<file path="src/rtl/sram_bus_bridge.sv">
// CPU-to-SRAM bridge: arbitrates the fetch and data ports, decodes the address
// to BaseRAM or ExtRAM and runs one wait-stated access at a time.
module sram_bus_bridge #(
   parameter int unsigned WAIT_CYCLES = 1,
   parameter logic [31:0] BASE_ADDR   = 32'h8000_0000,
   parameter logic [31:0] EXT_ADDR    = 32'h8040_0000
) (
   input  logic        clk,
   input  logic        resetn,
   input  logic        inst_req,
   input  logic [31:0] inst_addr,
   output logic [31:0] inst_rdata,
   output logic        inst_ready,
   input  logic        data_req,
   input  logic [3:0]  data_we,
   input  logic [31:0] data_addr,
   input  logic [31:0] data_wdata,
   output logic [31:0] data_rdata,
   output logic        data_ready,
   output logic        base_en,
   output logic [3:0]  base_we,
   output logic [31:0] base_addr,
   output logic [31:0] base_wdata,
   input  logic [31:0] base_rdata,
   output logic        ext_en,
   output logic [3:0]  ext_we,
   output logic [31:0] ext_addr,
   output logic [31:0] ext_wdata,
   input  logic [31:0] ext_rdata
);

   localparam int unsigned CNT_W = 4;
   localparam logic PORT_INST = 1'b0;
   localparam logic PORT_DATA = 1'b1;
   localparam logic BANK_BASE = 1'b0;
   localparam logic BANK_EXT  = 1'b1;

   typedef enum logic [1:0] {IDLE, ACCESS, CAPTURE, RESP} state_t;

   state_t             state;
   logic               last_grant;
   logic               port_q;
   logic               bank_q;
   logic [CNT_W-1:0]   cnt_q;

   logic               grant_c;
   logic               grant_data_c;
   logic [31:0]        sel_addr_c;
   logic [3:0]         sel_we_c;
   logic [31:0]        sel_wdata_c;
   logic               hit_base_c;
   logic               hit_ext_c;
   logic [31:0]        bank_rdata_c;

   // Round-robin choice and bank decode of the request presented in IDLE
   always_comb begin
      grant_c      = inst_req | data_req;
      grant_data_c = data_req & (~inst_req | (last_grant == PORT_INST));
      sel_addr_c   = grant_data_c ? data_addr  : inst_addr;
      sel_we_c     = grant_data_c ? data_we    : 4'h0;
      sel_wdata_c  = grant_data_c ? data_wdata : 32'h0;
      hit_base_c   = (sel_addr_c[31:22] == BASE_ADDR[31:22]);
      hit_ext_c    = (sel_addr_c[31:22] == EXT_ADDR[31:22]);
      bank_rdata_c = (bank_q == BANK_EXT) ? ext_rdata : base_rdata;
   end

   // Access sequencer; bank and response outputs are loaded directly as registers
   always_ff @(posedge clk or posedge resetn) begin
      if (resetn) begin
         state      <= IDLE;
         last_grant <= PORT_INST;
         port_q     <= PORT_INST;
         bank_q     <= BANK_BASE;
         cnt_q      <= '0;
         base_en    <= 1'b0;
         base_we    <= 4'h0;
         base_addr  <= 32'h0;
         base_wdata <= 32'h0;
         ext_en     <= 1'b0;
         ext_we     <= 4'h0;
         ext_addr   <= 32'h0;
         ext_wdata  <= 32'h0;
         inst_ready <= 1'b0;
         inst_rdata <= 32'h0;
         data_ready <= 1'b0;
         data_rdata <= 32'h0;
      end else begin
         case (state)
            IDLE: begin
               if (grant_c) begin
                  port_q     <= grant_data_c;
                  last_grant <= grant_data_c;
                  cnt_q      <= CNT_W'(WAIT_CYCLES);
                  if (hit_base_c) begin
                     bank_q     <= BANK_BASE;
                     base_en    <= 1'b1;
                     base_we    <= sel_we_c;
                     base_addr  <= sel_addr_c;
                     base_wdata <= sel_wdata_c;
                     state      <= ACCESS;
                  end else if (hit_ext_c) begin
                     bank_q    <= BANK_EXT;
                     ext_en    <= 1'b1;
                     ext_we    <= sel_we_c;
                     ext_addr  <= sel_addr_c;
                     ext_wdata <= sel_wdata_c;
                     state     <= ACCESS;
                  end else begin
                     // Unmapped: answer immediately with zero, stores are dropped
                     if (grant_data_c == PORT_DATA) begin
                        data_ready <= 1'b1;
                        data_rdata <= 32'h0;
                     end else begin
                        inst_ready <= 1'b1;
                        inst_rdata <= 32'h0;
                     end
                     state <= RESP;
                  end
               end
            end
            ACCESS: begin
               if (cnt_q == '0) begin
                  base_en <= 1'b0;
                  base_we <= 4'h0;
                  ext_en  <= 1'b0;
                  ext_we  <= 4'h0;
                  state   <= CAPTURE;
               end else begin
                  cnt_q <= cnt_q - CNT_W'(1);
               end
            end
            CAPTURE: begin
               // Converter registered its read data at the last ACCESS edge
               if (port_q == PORT_DATA) begin
                  data_ready <= 1'b1;
                  data_rdata <= bank_rdata_c;
               end else begin
                  inst_ready <= 1'b1;
                  inst_rdata <= bank_rdata_c;
               end
               state <= RESP;
            end
            RESP: begin
               inst_ready <= 1'b0;
               data_ready <= 1'b0;
               state      <= IDLE;
            end
            default: state <= IDLE;
         endcase
      end
   end

endmodule

</file>
<file path="config.mk">
export PLATFORM = sky130hd
export DESIGN_NAME = sram_bus_bridge
export DESIGN_NICKNAME = d
export VERILOG_FILES = /design/src/rtl/sram_bus_bridge.sv
export SDC_FILE = /design/constraint.sdc
export NUM_CORES = 1
export LEC_CHECK = 0
export CAP_MARGIN = 20
export CORE_UTILIZATION = 43
export DETAILED_ROUTE_END_ITERATION = 8
export GPL_TIMING_DRIVEN = 0
export HOLD_SLACK_MARGIN = 0.03
export PLACE_DENSITY = 0.8
export SYNTH_ARGS = -nofsm -noshare
export SYNTH_HDL_FRONTEND = slang
export SYNTH_SLANG_ARGS = --single-unit
</file>
<file path="constraint.sdc">
create_clock -name clk -period 8.28 [get_ports clk]
set_input_delay 1.656 -clock clk [delete_from_list [all_inputs] [get_ports clk]]
set_output_delay 1.656 -clock clk [all_outputs]
set_load 0.1 [all_outputs]
</file>
==> metrics.md <==
| Metric | Value |
|---|---|
| Leakage | `about 6.0 nW` |
| Clock Sink Count | `~210` |
| DRT iter0 DRCs | `between 400 and 500` |
| CTS-repair resized insts | `0` |
| Place WS | `~4.1 ns` |
| Cell Area, Placed | `approximately 13000 µm²` |
| Fin area | `around 14000 µm²` |
| FF+latch count, synth | `212` |
| Starting Density | `~44%` |
| CTS tree | `built` |
| Vias per inst | `between 5 and 6` |
| Max incr delay on CP | `between 1 and 1.5 ns` |
| First-pass iteration count of the detailed router | `5` |
| Syn Area/Cell | `approximately 10 µm²` |
| Most common library cells after synthesis | `nand2_1 (230), dfrtp_1 (212), o21ai_0 (94)` |
| Seq/Total Area, Yosys | `between 50 and 60%` |
| ANT cells | `0` |
| Tot Pwr | `about 5 mW` |
| Final setup viols | `0` |
| Inserted Clock Buffers | `23` |
| Hold Crit Start | `ext_addr[22]` |
| Worst-skew pair later-pin latency | `0.50 ns` |
| Die Wd | `147 µm` |
| VDD IR max | `0.322 mV` |
| Core Box Area | `between 20000 and 25000 µm²` |
| Clock Tree Buf Depth | `3` |
| Clock skew | `0.0145 ns` |
| Std cell rows | `52` |
| Synth Cell Area | `around 9000 µm²` |
| Placer Congestion | `roughly 0.88` |
| RSZ-0062 raised after global routing | `no` |
| PortBufs | `371` |
| CP startpoint | `inst_rdata[30]` |
| Top cells by area, synth | `dfrtp_1 (59%), nand2_1 (9.6%), o21ai_0 (5.2%), o22ai_1 (4.5%), mux2_2 (4.0%)` |
| Layout filler cell count | `roughly 1600` |
| Share of cells above drive strength 1 | `between 10% and 20%` |
| H-tree depth | `1` |
| Setup ws final | `about 4.5 ns` |
| Largest net degree at the start of global routing | `between 100 and 150` |
| Post-CTS Setup Inserts | `0` |
| Worst-path maximum fanout | `2` |
| WP data arrival | `about 2.1 ns` |
| Ys flop type | `dfrtp_1` |
| Hold buffers post-CTS | `0` |
| DP Wirelength | `roughly 22000 µm` |
| Placed insts | `approximately 1500` |
| Least-Margin Pin Slew | `about 1.1 ns` |
| Worst Hold Class | `reg2reg` |
| Die height | `147 µm` |
| Crit path launch type | `flop` |
| YS warnings | `0` |
| Max cap viols | `0` |
| Via count | `roughly 8300` |
| PD cells | `361 nW/µm²` |
| Overflow after GRT | `0` |
| Outcome | `completed` |
| Root Buffer | `clkbuf_16` |
| Most numerous cell in the Yosys netlist | `nand2_1` |
| Top cell type's share of synthesized area | `58.7%` |
| IO Pins | `372` |
| Routed Antenna Nets | `0` |
| Max_slew headroom | `a little over a quarter` |
| Reg2reg path depth | `8` |
| Die ar. | `about 22000 µm²` |
| R2R Path Start | `state[0]` |
| Critical Path Stages | `1` |
| Worst Path Buf+Inv | `1` |
| FMAX | `268 MHz` |
| Layout Nets | `about 1500` |
| Fraction of registers with async set or reset after synthesis | `100%` |
| Worst Path Class, Setup | `reg2out` |
| Critical-path cell list | `clkdlybuf4s50_1` |
| CTS clk-pin slew, worst paths | `approximately 0.060 ns` |
| First-pass GRT wire length | `about 47000 µm` |
| CP top delay family | `buffers and inverters` |
| Mapped Nets | `roughly 1100` |
| GR Util All Layers | `between 20% and 30%` |
| Routed wire length | `between 20000 and 30000 µm` |
| Vias in the first global route | `~8500` |
| Number of antenna violations at the first check in global routing | `0` |
| Worst endpoint required time | `around 6.6 ns` |
| Final Cycle Share | `around 45%` |
| Worst hold margin | `0.472 ns` |
| Unique cell type count in the Yosys netlist | `51` |
| CP max stage cell | `clkdlybuf4s50_1` |
| Area leader, netlist | `dfrtp_1` |
| Final Max Slew Viols | `0` |
| Post-synth EDFFs | `0` |
| Drc violations | `0` |
| Worst Setup End Kind | `output port` |
| Layout Cells excl Fill | `~1600` |
| Syn Inst Count | `between 800 and 900` |
| Crit path time final | `roughly 3.7 ns` |
| Hold Crit Depth | `1` |
| Avg WL per Cell | `roughly 19 µm` |
| P&R area growth vs syn | `54.1%` |
| Final hold violations | `0` |
-- kinds of logic after synthesis --
family                   after synthesis  share of synthesized area (%)
buffers and inverters                 71                           3.93
multiplexers                          58                           6.97
flip-flops                           212                           58.7
AO/OA/AOI/OAI                        218                           14.9
adder cells (fa/ha/maj)                6                          0.831
AND/OR/NAND/NOR                      315                           14.7
-- final timing paths --
kind,to,slack (ns)
max,inst_rdata[30],4.54
min,ext_addr[22],0.47
max reg2reg,data_rdata[3],5.74
min reg2reg,ext_addr[22],0.47
max in group asynchronous,ext_addr[14],5.60
min in group asynchronous,port_q,1.63
-- placed cells by master (no fill, tap or decap), types with 4 or more instances in the layout --
cell type,n
dfrtp_1,212
buf_6,7
clkbuf_1,29
clkdlybuf4s50_1,371
nand2_1,230
a21oi_2,17
and2_1,17
mux2i_1,24
buf_2,24
ha_1,6
o22ai_1,65
clkbuf_16,23
nor3_1,4
mux2_2,32
o21ai_0,94
inv_1,7
a21oi_1,15
a31oi_1,4
bufinv_16,5
clkinvlp_4,4
clkinv_2,7
nand3_1,5
nor2_1,34
-- metal layers --
metal	share of wire (%)	track usage, %	routed length, µm
met3	8.2	6.34	2450
met4	3.1	8.97	933
met2	50	48.6	15000
met1	38	33.7	11400
met5	0	0	0
-- report_power, final --
group | internal (mW) | switching (mW) | total (mW)
clock network | 0.666 | 0.428 | 1.09
registers | 1.23 | 0.121 | 1.35
logic | 0.628 | 1.95 | 2.58
-- flip-flops by register name (all words and copies together) (netlist names) --
register	count
bank_q	1
ext_we	4
base_en	1
inst_ready	1
inst_rdata	32
ext_wdata	32
base_wdata	32
data_rdata	32
cnt_q	4
base_we	4
ext_en	1
port_q	1
ext_addr	32
state	2
data_ready	1
base_addr	32
-- layout make-up --
cell class / count / area [µm²] / share of cell area (%)
Buffer: 63 / 325 / 2.34
Clock buffer: 24 / 579 / 4.16
Clock inverter: 17 / 224 / 1.61
Inverter: 8 / 37.5 / 0.270
Multi-Input combinational cell: 597 / 3370 / 24.2
Sequential cell: 212 / 5310 / 38.1
Tap cell: 270 / 338 / 2.43
Timing Repair Buffer: 372 / 3740 / 26.9
-- through the flow --
| stage | setup TNS, ns | utilization (%) |
|---|---|---|
| after detailed placement | 0 | 64.2 |
| after global routing | 0 | 68.1 |
| after global placement | -383.35 | 64.0 |
| after floorplan | 0 | - |
| after CTS | 0 | 68.1 |
| final | 0 | 68.1 |
Note: power is estimated with default switching activity, not from simulation.
